## src/rtl/systolic_insertion_sorter.sv

```systemverilog
// Systolic insertion sorter: LOAD inserts each key in place across DEPTH cells,
// DRAIN pops cell 0 and shifts the array up one key per cycle.
module systolic_insertion_sorter #(
  parameter int DATA_WIDTH = 8,
  parameter int DEPTH      = 16,
  parameter bit DESCENDING = 1'b0
) (
  input  logic                         clk,
  input  logic                         reset_n,
  input  logic                         in_valid,
  output logic                         in_ready,
  input  logic [DATA_WIDTH-1:0]        in_data,
  input  logic                         in_last,
  output logic                         out_valid,
  input  logic                         out_ready,
  output logic [DATA_WIDTH-1:0]        out_data,
  output logic                         out_last,
  output logic [$clog2(DEPTH+1)-1:0]   count,
  output logic                         draining
);

  localparam int CW = $clog2(DEPTH + 1);
  localparam logic [CW-1:0] LP_DEPTH  = CW'(DEPTH);
  localparam logic [CW-1:0] LP_ONE    = CW'(1);

  typedef enum logic {
    ST_LOAD  = 1'b0,
    ST_DRAIN = 1'b1
  } state_t;

  state_t r_state;
  state_t w_state_nxt;

  logic [DEPTH-1:0][DATA_WIDTH-1:0] r_data;
  logic [DEPTH-1:0]                 r_occ;
  logic [CW-1:0]                    r_count;

  logic [DEPTH-1:0][DATA_WIDTH-1:0] w_data_nxt;
  logic [DEPTH-1:0]                 w_occ_nxt;
  logic [DEPTH-1:0]                 w_fits;
  logic [DEPTH-1:0]                 w_fits_below;
  logic                             w_accept;
  logic                             w_pop;
  logic                             w_in_ready;
  logic                             w_out_valid;
  logic                             w_out_last;

  // Handshake: a key moves on any edge where its valid and ready are both high;
  // ready/valid/last depend only on registered state, never on the peer's signal.
  assign w_in_ready  = (r_state == ST_LOAD) && (r_count < LP_DEPTH);
  assign w_out_valid = (r_state == ST_DRAIN) && (r_count != '0);
  assign w_out_last  = (r_state == ST_DRAIN) && (r_count == LP_ONE);
  assign w_accept    = in_valid && w_in_ready;
  assign w_pop       = w_out_valid && out_ready;

  // Occupied cells are contiguous from cell 0 and sorted, so fits is monotone:
  // the insertion point is the single cell where fits rises.
  assign w_fits_below = {w_fits[DEPTH-2:0], 1'b0};

  for (genvar gi = 0; gi < DEPTH; gi++) begin : g_cell
    logic                  w_cmp;
    logic [DATA_WIDTH-1:0] w_from_below;
    logic                  w_occ_below;
    logic [DATA_WIDTH-1:0] w_from_above;
    logic                  w_occ_above;

    if (DESCENDING) begin : g_desc
      assign w_cmp = in_data > r_data[gi];
    end else begin : g_asc
      assign w_cmp = in_data < r_data[gi];
    end

    assign w_fits[gi] = !r_occ[gi] || w_cmp;

    if (gi == 0) begin : g_first
      assign w_from_below = '0;
      assign w_occ_below  = 1'b0;
    end else begin : g_mid_lo
      assign w_from_below = r_data[gi-1];
      assign w_occ_below  = r_occ[gi-1];
    end

    if (gi == DEPTH - 1) begin : g_last
      assign w_from_above = '0;
      assign w_occ_above  = 1'b0;
    end else begin : g_mid_hi
      assign w_from_above = r_data[gi+1];
      assign w_occ_above  = r_occ[gi+1];
    end

    always_comb begin
      w_data_nxt[gi] = r_data[gi];
      w_occ_nxt[gi]  = r_occ[gi];
      if (w_accept && w_fits[gi]) begin
        if (w_fits_below[gi]) begin
          w_data_nxt[gi] = w_from_below;
          w_occ_nxt[gi]  = w_occ_below;
        end else begin
          w_data_nxt[gi] = in_data;
          w_occ_nxt[gi]  = 1'b1;
        end
      end else if (w_pop) begin
        w_data_nxt[gi] = w_from_above;
        w_occ_nxt[gi]  = w_occ_above;
      end
    end
  end

  always_comb begin
    w_state_nxt = r_state;
    case (r_state)
      ST_LOAD: begin
        if (w_accept && (in_last || (r_count == LP_DEPTH - LP_ONE))) begin
          w_state_nxt = ST_DRAIN;
        end
      end
      ST_DRAIN: begin
        if (w_pop && w_out_last) begin
          w_state_nxt = ST_LOAD;
        end
      end
      default: w_state_nxt = ST_LOAD;
    endcase
  end

  always_ff @(posedge clk or negedge reset_n) begin
    if (!reset_n) begin
      r_state <= ST_LOAD;
    end else begin
      r_state <= w_state_nxt;
    end
  end

  always_ff @(posedge clk or negedge reset_n) begin
    if (!reset_n) begin
      r_data  <= '0;
      r_occ   <= '0;
      r_count <= '0;
    end else begin
      r_data <= w_data_nxt;
      r_occ  <= w_occ_nxt;
      if (w_accept) begin
        r_count <= r_count + LP_ONE;
      end else if (w_pop) begin
        r_count <= r_count - LP_ONE;
      end
    end
  end

  assign in_ready  = w_in_ready;
  assign out_valid = w_out_valid;
  assign out_last  = w_out_last;
  assign out_data  = r_data[0];
  assign count     = r_count;
  assign draining  = (r_state == ST_DRAIN);

endmodule

```

## config.mk

```make
export PLATFORM = sky130hd
export DESIGN_NAME = systolic_insertion_sorter
export DESIGN_NICKNAME = d
export VERILOG_FILES = /design/src/rtl/systolic_insertion_sorter.sv
export SDC_FILE = /design/constraint.sdc
export NUM_CORES = 1
export LEC_CHECK = 0
export CAP_MARGIN = 40
export CORE_MARGIN = 2
export CORE_UTILIZATION = 40
export DETAILED_ROUTE_END_ITERATION = 8
export GPL_ROUTABILITY_DRIVEN = 0
export SLEW_MARGIN = 20
export SYNTH_ARGS = -nofsm -noshare
export SYNTH_HDL_FRONTEND = slang
export SYNTH_SLANG_ARGS = --single-unit
```

## constraint.sdc

```tcl
create_clock -name clk -period 2.35 [get_ports clk]
set_input_delay 0.235 -clock clk [delete_from_list [all_inputs] [get_ports clk]]
set_output_delay 0.235 -clock clk [all_outputs]
set_load 0.005 [all_outputs]
```

# Word level (Yosys, flattened, before mapping)
# Cells that the tools add are included.
# W data, S select, Z words.
dict set report totals {
  input_bits 13
  out_inout_bits 17
  elab_cells 229
  register_bits 150
}
dict set report op_classes {
  reduce_logical 74
  muxes 99
  n_eq_ne 2
  add_sub_neg 2
  bitwise 1
  order_cmp 17
}
# operator n
set ops {}
lappend ops {{$mux W8} 47}
lappend ops {{$lt A8 B8 Y1} 16}
lappend ops {{$mux W1} 49}
lappend ops {{$reduce_bool A2 Y1} 17}
lappend ops {{$logic_and A1 B1 Y1} 23}
lappend ops {{$logic_or A1 B1 Y1} 17}
lappend ops {{$logic_not A1 Y1} 16}
lappend ops {{$mux W5} 2}
lappend ops {{$add A5 B1 Y5 const B} 1}
lappend ops {{$eq A5 B1 Y1 const B} 1}
lappend ops {{$eq A5 B4 Y1 const B} 1}
lappend ops {{$lt A5 B5 Y1 const B} 1}
lappend ops {{$reduce_bool A5 Y1} 1}
lappend ops {{$sub A5 B1 Y5 const B} 1}
lappend ops {{$pmux W1 S2} 1}
lappend ops {{$not A1 Y1} 1}

# Longest topological paths before layout
# Gate-level depths: netlist (run 1).
dict set report logic_depth {
  ltp_word 6
  mapped_depth 9
  depth_no_buf 7
}

# Worst setup path after synthesis (run 1)
# No wires, ideal clock.
dict set report synth_timing {
  path_kind {flip-flop to flip-flop}
  from {reg r_data, in the netlist g_cell[0].w_from_above[7]}
  to {reg r_occ[1]}
  setup_time_ns 0.125
  path_buffers 1
  synth_period_minus_slack_ns 2.140
  path_stages_with_launch 9
  t_required_ns 2.225
  setup_slack_ns 0.210
  arrival_time_ns 2.015
  cell_sequence {dfrtp_1 > inv_1 > ha_1 > and3_1 > a221o_1 > a22oi_1 > buf_4 > nand2_2 > mux2_4}
}
dict set report synth_via {
  elab_chain_cells 4
  elab_cells_between_ends 5
  classes_between {order compare (1); mux (1); reduce/logical (3)}
}
# element line_no
set synth_lines {}
lappend synth_lines {{start, declared} 34} ;# logic [DEPTH-1:0][DATA_WIDTH-1:0] r_data;
lappend synth_lines {{start signal, assigned} 140} ;# r_data <= w_data_nxt;
lappend synth_lines {{$lt A8 B8 Y1 *} 70} ;# assign w_cmp = in_data < r_data[gi];
lappend synth_lines {{$logic_or A1 B1 Y1 *} 73} ;# assign w_fits[gi] = !r_occ[gi] || w_cmp;
lappend synth_lines {{$logic_and A1 B1 Y1 *} 94} ;# if (w_accept && w_fits[gi]) begin
lappend synth_lines {{$mux W1 / $reduce_bool A2 Y1 (equally long branches)} n/a}
lappend synth_lines {{end signal, assigned} 141} ;# r_occ <= w_occ_nxt;
lappend synth_lines {{end, declared} 35} ;# logic [DEPTH-1:0] r_occ;
# Every way passes the cells marked *; elsewhere a longest branch is shown, timed or not.
# A chain may end at the register's enable or synchronous reset.

# Worst setup path in the final report (run 1)
dict set report layout_timing {
  from {reg r_count[1], in the netlist count[1]}
  to {out out_valid}
}
dict set report layout_via {
  elab_chain_cells 2
}
# element line_no
set layout_lines {}
lappend layout_lines {{start, declared} 36} ;# logic [CW-1:0] r_count;
lappend layout_lines {{start signal, assigned} 143} ;# r_count <= r_count + LP_ONE;
lappend layout_lines {{start signal, assigned} 145} ;# r_count <= r_count - LP_ONE;
lappend layout_lines {{$reduce_bool A5 Y1} 51} ;# assign w_out_valid = (r_state == ST_DRAIN) && (r_count != '0);
lappend layout_lines {{$logic_and A1 B1 Y1} 51}
lappend layout_lines {{end, declared} 14} ;# output logic out_valid,
# Every way passes these cells.

==> results of run 1 <==
[critical path, cell delays in order (launching register included)]
cell	delay [ns]
dfrtp_1	0.35
inv_1	0.08
ha_1	0.22
a21boi_4	0.25
buf_12	0.20
clkdlybuf4s50_1	0.51
[metal layers]
metal  track usage [%]  part of all wire [%]
met2              34.1                    44
met1              32.6                    50
met4              5.33                   1.7
met3              2.79                   4.1
met5                 0                     0
[path summary, 6_finish.rpt]
path | start | depth (start not counted) | end | slack (ns)
setup / recovery | count[1] | 5 | out_valid | 0.07
hold / removal | in_data[3] | 4 | out_data[3] | 0.30
setup reg to reg | count[1] | 8 | r_occ[3] | 0.09
hold reg to reg | g_cell[14].w_from_above[4] | 2 | g_cell[14].w_from_above[4] | 0.55
max in group asynchronous | reset_n | 3 | g_cell[2].w_from_above[4] | 1.32
min in group asynchronous | reset_n | 2 | count[3] | 0.34
[Yosys cell counts, drive strengths merged]
cell type  count  area share, %
xnor2          2           0.15
mux2i        246             22
nand3b         1          0.066
mux2          13            1.4
nand3         11           0.48
dfrtp        150             33
and3           7           0.38
o221ai         1          0.077
nor2          40            1.3
and2           3           0.16
xor2           1          0.077
a211oi         4           0.26
a31o           2           0.15
and4           1          0.077
o21ai         50            2.2
buf           38            2.2
nor3           6           0.31
a41oi          8           0.61
inv          128            4.2
a221oi        17            1.7
nor3b         11           0.72
o2111a         3           0.30
a21o           8           0.53
or3            4           0.22
a211o          1          0.077
nand4          6           0.33
o41ai          1          0.077
a221o          5           0.44
nand2b         5           0.27
a22oi         13           0.90
a2111oi        4           0.31
a21boi         1          0.099
o2bb2ai        1          0.077
o22a           4           0.31
clkbuf        32            1.1
o211ai         8           0.53
a32o           2           0.18
a21oi        199            8.7
nand2         39            1.7
ha           117             13
[metrics by stage]
step	total power, mW	cell area, µm²	hold slack (ns)	util, %
global route	15.9	13800	0.310	49.3
CTS	14.7	13700	0.279	49.1
floorplan	9.05	11400	-0.0606	-
finish	14.8	13800	0.300	49.3
detailed placement	11.9	13100	0.249	46.9
global placement	11.7	13100	0.246	46.9
[power by group through the flow]
stage	logic (mW)	clock network, mW	registers (mW)
2_1_floorplan	4.85	0	4.20
3_3_place_gp	7.10	0	4.59
3_5_place_dp	7.28	0	4.60
4_1_cts	7.46	2.65	4.55
5_1_grt	8.46	2.76	4.69
6_report	7.60	2.62	4.58
[registers in the layout (all words and copies together) (netlist names)]
name	flops
g_cell.w_from_above	104
count	5
g_cell.w_from_below	16
r_occ	16
draining	1
out_data	8
[cell families after synthesis]
group	after synthesis	synth area share, %
and+or+nand+nor	134	6.10
muxes	259	23.0
DFF	150	32.9
buffers and inverters	198	7.50
xor gates and xnor gates	3	0.230
adders and majority gates	117	12.8
AOI/OAI and AO/OA	332	17.5
[final cells by class]
cell class                      instances  area share [%]
Timing Repair Buffer                  159            12.1
Inverter                              128            3.49
Clock inverter                         14           0.863
Sequential cell                       150            27.3
Multi-Input combinational cell        845            49.7
Tap cell                              378            3.43
Clock buffer                           18            3.12
[repair_timing]
action / CTS / global route
buffers inserted: 1 / 1
gates cloned: 1 / 1
gates resized for setup: 0 / 5
pin swaps: 1 / 1
hold buffers: 1 / 0
endpoints found under the setup margin: 1 / 17
endpoints found under the hold margin: 51 / 0
==> results_dict.tcl, run 1 <==
set metrics [dict create \
    port_buffers 29 \
    finalCriticalPeriod_ns 2.28 \
    finClkSkew_ns 0.0166 \
    ys_ff_latch 150 \
    power_frac_seq_pct 30.9 \
    mostFrequentLayoutCells "245 x mux2i_1, 199 x a21oi_1, 150 x dfrtp_1, 128 x inv_1, 117 x ha_1" \
    multi_input_area_mm2 0.00685 \
    fin_ws_ns 0.0730 \
    core_mm2 0.0279 \
    diodes 0 \
    clock_path_buffers 2 \
    nets 1431 \
    drt-vias-per-instance 5.65 \
    power.internal_mw 8.45 \
    clock-root-buffer "clkbuf_16" \
    seq_area_frac_synth_pct 32.9 \
    p_comb_share_pct 51.3 \
    synth.cell_area_mm2 0.0114 \
    cts_tree "built" \
    layout_commonest_cell "mux2i_1" \
    drc 0 \
    ir_worst_vdd_v 0.000596 \
    drv_cap 0 \
    numClockSinks 150 \
    die_h_um 173 \
    power.switching_mw 6.35 \
    antenna_found_initial 0 \
    syn2layout_area_growth_pct 20.5 \
    drive_above_1_share_pct 15.2 \
    ios 30 \
    dr_total_vias 9566 \
    grt_overflow 0 \
    hp-class "input pin to flip-flop" \
    arrival_ns 2.04 \
    leakage_nw 7.31 \
    clkSlewWorstSetupHoldPaths_ns 0.08 \
    grt_start_max_net_pins 95 \
    power_density_mw_per_mm2 1070 \
    p_sw_share_pct 42.9 \
    worstSetupEndpointType "primary output" \
    grt_first_pass_wirelength_um 53100 \
    final-hold-violation-count 0 \
    setup_viol 0 \
    syn_inst 1193 \
    antenna_left 0 \
    slew_violations 0 \
    dp_worst_setup_slack_ns -0.207 \
    power.share.clock_pct 17.7 \
    fmax_ghz 0.439 \
    rows 61 \
    path_class "flip-flop to primary output" \
    htreeDepth 4 \
    grtUsageTotal_pct 22.0 \
    yosysWarnings 0 \
    first_pass_iters 5 \
    tns_ns 0 \
    n_fill_cell 2586 \
    synth_nets 1323 \
    die-area_mm2 0.0299 \
    relSlewSlack_pct 58.9 \
    fp.dieW_um 173 \
    clk_latency_ns 0.44 \
    stdcell_count 1692 \
    dp_hpwl_um 23500 \
    critPathLaunchType "flip-flop" \
    finalWirelength_um 32800 \
    worstMarginPinSlew_ns 0.616 \
    cts_buffers 17 \
    seqCellArea_mm2 0.00375 \
    critPathRequiredTime_ns 2.12 \
    fin_crit_sh_pct 96.9 \
    yosys.cell_types.count 53 \
    wire_per_inst_um 19.4 \
    placedCellCount 1655 \
    synth_area_per_cell_um2 9.58 \
    grt_pass1_vias 9560 \
    drt_iter0_drc 702 \
    start_util_pct 40.9 \
    status "complete, no violations" \
    path_max_fanout 11 \
]
Power figures use the tool's default switching activity.
==> run 2, diff against run 1 <==
--- a/config.mk
+++ b/config.mk
@@ -8,6 +8,7 @@
 export CAP_MARGIN = 40
 export CORE_MARGIN = 2
 export CORE_UTILIZATION = 40
+export CTS_BUF_LIST = sky130_fd_sc_hd__clkbuf_8
 export DETAILED_ROUTE_END_ITERATION = 8
 export GPL_ROUTABILITY_DRIVEN = 0
 export SLEW_MARGIN = 20
==> results_dict.tcl, run 2 (same netlist as run 1, synthesis figures left out) <==
set metrics [dict create \
    nets 1436 \
    fp.dieW_um 173 \
    ir_worst_vdd_v 0.000522 \
    rows 61 \
    status "complete, no violations" \
    hold_path_depth 4 \
    grt_start_max_net_pins 95 \
    grt_overflow 0 \
    power.switching_mw 6.27 \
    start_util_pct 40.9 \
    largest_reg_flops 104 \
    dr_total_vias 9573 \
    path_class "flip-flop to primary output" \
    power.internal_mw 7.90 \
    fmax_ghz 0.443 \
    syn2layout_area_growth_pct 19.3 \
    fin_crit_sh_pct 96.0 \
    hold_ws_ns 0.246 \
    drive_above_1_share_pct 15.4 \
    path_max_fanout 3 \
    final-hold-violation-count 0 \
    port_buffers 29 \
    first_pass_iters 5 \
    reg2reg_slack_ns 0.13 \
    die-area_mm2 0.0299 \
    worstSetupEndpointType "primary output" \
    mostFrequentLayoutCells "246 x mux2i_1, 199 x a21oi_1, 150 x dfrtp_1, 129 x inv_1, 117 x ha_1" \
    finClkSkew_ns 0.0267 \
    ff2ff_path_depth 9 \
    finalCriticalPeriod_ns 2.26 \
    dp_worst_setup_slack_ns -0.207 \
    layout_commonest_cell "mux2i_1" \
    rr_startpoint "count[3]" \
    drt-vias-per-instance 5.64 \
    core_mm2 0.0279 \
    clk_latency_ns 0.48 \
    p_comb_share_pct 54.3 \
    critPathRequiredTime_ns 2.12 \
    drv_cap 0 \
    arrival_ns 2.02 \
    setup_viol 0 \
    antenna_left 0 \
    slew_violations 0 \
    clkSlewWorstSetupHoldPaths_ns 0.11 \
    rsz0062_at_grt "no" \
    r2r-end "g_cell[3].w_from_above[4]" \
    grt_pass1_vias 9569 \
    die_h_um 173 \
    power_frac_seq_pct 32.3 \
    critPathLaunchType "flip-flop" \
    holdCritStartpoint "in_data[3]" \
    clock-root-buffer "clkbuf_8" \
    p_sw_share_pct 44.3 \
    diodes 0 \
    grtUsageTotal_pct 22.2 \
    tns_ns 0 \
    grt_first_pass_wirelength_um 53300 \
    power_density_mw_per_mm2 1040 \
    clock_path_buffers 2 \
    finalWirelength_um 33000 \
    min_to "out_data[3]" \
    cts_tree "built" \
    drt_iter0_drc 634 \
    hp-class "input pin to flip-flop" \
    fin_ws_ns 0.0947 \
    leakage_nw 7.27 \
    ios 30 \
    power.share.clock_pct 13.5 \
    htreeDepth 4 \
    cts_buffers 17 \
    antenna_found_initial 0 \
    worstMarginPinSlew_ns 0.611 \
    dp_hpwl_um 23500 \
    relSlewSlack_pct 59.3 \
    wire_per_inst_um 19.4 \
    numClockSinks 150 \
    drc 0 \
]
-- run 2: metrics by stage --
stage	instance area (µm²)	power, mW	instances	utilization, %
2_1_floorplan	11400	9.05	1193	-
3_3_place_gp	13100	11.7	1655	46.9
3_5_place_dp	13100	11.9	1655	46.9
4_1_cts	13600	14.1	1694	48.6
5_1_grt	13600	15.3	1697	48.8
6_report	13600	14.2	1697	48.8
-- run 2: final cells by class --
class,instances,area (µm²)
repair buffers,164,1730
clock buffers,17,234
inverters,128,480
flip-flops and latches,150,3750
well taps,378,473
multi-input cells,845,6840
fillers,2610,14300
clock inverters,15,123
-- run 2: timing repair --
item	CTS	global route
resized for setup	0	3
gates cloned	2	1
setup buffers	4	2
pin swaps	1	1
endpoints found under the setup margin	1	22
hold buffers	1	0
hold endpoints to repair	51	0
-- run 2: how the worst max path moves through the flow --
stage                              start                          to  slack, ns  cells past startpoint
2_1_floorplan  g_cell[0].w_from_above[7]                    r_occ[1]       0.21                      8
3_3_place_gp                  in_data[1]  g_cell[11].w_from_below[2]      -0.20                      8
3_5_place_dp                  in_data[1]  g_cell[11].w_from_below[1]      -0.21                      8
4_1_cts                         count[1]                   out_valid       0.04                      5
5_1_grt        g_cell[5].w_from_above[7]   g_cell[6].w_from_above[7]      0.001                      8
6_report                        count[1]                   out_valid       0.09                      5
-- run 2: power groups by stage --
stage / logic [mW] / clock network (mW) / registers (mW)
after global routing: 8.55 / 2.05 / 4.68
final: 7.69 / 1.91 / 4.57
after detailed placement: 7.28 / 0 / 4.60
after CTS: 7.60 / 1.94 / 4.54
after floorplan: 4.85 / 0 / 4.20
after global placement: 7.10 / 0 / 4.59
-- run 2: routing by layer --
layer	vias to the layer above	routed length, µm	GRT usage [%]
li1	4562	-	-
met1	4702	16200	32.3
met2	272	14600	34.5
met3	37	1570	3.45
met4	0	510	5.51
met5	-	0	0
-- run 2: worst max-delay path: stages, from the launching register on --
cell and delay (ns):
dfrtp_1 0.36, inv_1 0.08, ha_1 0.22, a21boi_4 0.24
buf_12 0.15, clkdlybuf4s50_1 0.49
==> run 3, diff against run 2 <==
--- a/config.mk
+++ b/config.mk
@@ -9,8 +9,10 @@
 export CORE_MARGIN = 2
 export CORE_UTILIZATION = 40
 export CTS_BUF_LIST = sky130_fd_sc_hd__clkbuf_8
+export CTS_CLUSTER_SIZE = 20
 export DETAILED_ROUTE_END_ITERATION = 8
 export GPL_ROUTABILITY_DRIVEN = 0
+export SKIP_CTS_REPAIR_TIMING = 1
 export SLEW_MARGIN = 20
 export SYNTH_ARGS = -nofsm -noshare
 export SYNTH_HDL_FRONTEND = slang
==> results_dict.tcl, run 3 (same netlist as run 1, synthesis figures left out) <==
set metrics [dict create \
    worstSetupEndpointType "primary output" \
    ir_worst_vdd_v 0.000555 \
    rows 61 \
    die_h_um 173 \
    clock_path_buffers 2 \
    diodes 0 \
    cp-endpoint "out_valid" \
    syn2layout_area_growth_pct 19.3 \
    path_class "flip-flop to primary output" \
    critPathLaunchType "flip-flop" \
    finalCriticalPeriod_ns 2.26 \
    power_mw 14.2 \
    n_fill_cell 2611 \
    grt_overflow 0 \
    finClkSkew_ns 0.0256 \
    grt_start_max_net_pins 95 \
    slew_violations 0 \
    grtUsageTotal_pct 21.8 \
    dp_worst_setup_slack_ns -0.207 \
    multi_input_area_mm2 0.00684 \
    drc 0 \
    relSlewSlack_pct 58.7 \
    finish.instance_area_mm2 0.0136 \
    seqCellArea_mm2 0.00375 \
    core_mm2 0.0279 \
    final-hold-violation-count 0 \
    wire_per_inst_um 19.4 \
    power_density_mw_per_mm2 1040 \
    fmax_ghz 0.442 \
    rsz0062_at_grt "no" \
    port_buffers 29 \
    fin_crit_sh_pct 96.4 \
    hp-class "input pin to flip-flop" \
    start_util_pct 40.9 \
    ios 30 \
    clk_latency_ns 0.49 \
    largest_reg_flops 104 \
    arrival_ns 2.03 \
    power.internal_mw 7.86 \
    worstMarginPinSlew_ns 0.619 \
    finalWirelength_um 33000 \
    dpl-instance-area_mm2 0.0131 \
    ff2ff_path_depth 8 \
    drt-vias-per-instance 5.64 \
    grt_pass1_vias 9493 \
    p_comb_share_pct 54.2 \
    status "complete, no violations" \
    fp.dieW_um 173 \
    critPathLaunch "count[1]" \
    numClockSinks 150 \
    drv_cap 0 \
    setup_viol 0 \
    cts_buffers 17 \
    cts_tree "built" \
    antenna_found_initial 0 \
    reg2reg_slack_ns 0.10 \
    antenna_left 0 \
    layout_commonest_cell "mux2i_1" \
    first_pass_iters 5 \
    r2r-end "r_occ[3]" \
    htreeDepth 4 \
    leakage_nw 7.26 \
    p_sw_share_pct 44.4 \
    nets 1438 \
    grt_first_pass_wirelength_um 52600 \
    clock-root-buffer "clkbuf_8" \
    dp_hpwl_um 23500 \
    rr_startpoint "count[1]" \
    die-area_mm2 0.0299 \
    path_max_fanout 7 \
    fin_ws_ns 0.0855 \
    clkSlewWorstSetupHoldPaths_ns 0.11 \
    mostFrequentLayoutCells "246 x mux2i_1, 199 x a21oi_1, 150 x dfrtp_1, 129 x inv_1, 116 x ha_1" \
    critPathRequiredTime_ns 2.12 \
    drt_iter0_drc 611 \
    power_frac_seq_pct 32.3 \
    power.share.clock_pct 13.5 \
    power.switching_mw 6.29 \
    drive_above_1_share_pct 15.6 \
    dr_total_vias 9579 \
]
run 3: cell types whose count changed in the layout (fill, tap and decap cells not counted):
cell,previous run,this run
buf_4,102,104
clkbuf_16,1,3
ha_2,0,1
ha_1,117,116
bufbuf_16,2,0
run 3: final cells by class:
cell class,instances,area share [%]
inverters,128,3.52
well taps,378,3.47
flip-flops and latches,150,27.5
clock inverters,15,0.899
repair buffers,166,12.7
multi-input cells,845,50.2
clock buffers,17,1.72
run 3: routing by layer:
metal / up-vias / share of wire, % / GRT usage [%]
met5: - / 0 / 0
met4: 0 / 1.8 / 5.61
met3: 43 / 5.3 / 2.75
met2: 278 / 44 / 33.9
met1: 4691 / 49 / 32.1
li1: 4567 / - / -
run 3: through the flow:
step	utilization, %	hold slack, ns	setup TNS (ns)	cells
floorplan	-	-0.0606	0	1193
global placement	46.9	0.246	-9.51	1655
detailed placement	46.9	0.249	-13.62	1655
CTS	48.2	-0.281	-0.112	1687
global route	48.8	0.245	0	1699
finish	48.8	0.245	0	1699
run 3: critical path, cell delays in order, from the launching register on:
cell	delay, ns
dfrtp_1	0.36
inv_1	0.08
ha_2	0.20
a21boi_4	0.25
buf_12	0.16
clkdlybuf4s50_1	0.49
run 3: worst min-delay path by stage:
stage                          start          end  cells after the start
after floorplan              reset_n     count[0]                      0
after global placement       reset_n     count[3]                      1
after detailed placement     reset_n     count[3]                      1
after CTS                    reset_n     count[3]                      1
after global routing      in_data[3]  out_data[3]                      4
final                     in_data[3]  out_data[3]                      4
run 3: power by group through the flow:
stage	Sequential [mW]	Combinational, mW	Clock (mW)
final	4.57	7.67	1.91
after CTS	4.54	7.33	1.94
after global routing	4.68	8.53	2.04
after floorplan	4.20	4.85	0
after detailed placement	4.60	7.28	0
after global placement	4.59	7.10	0
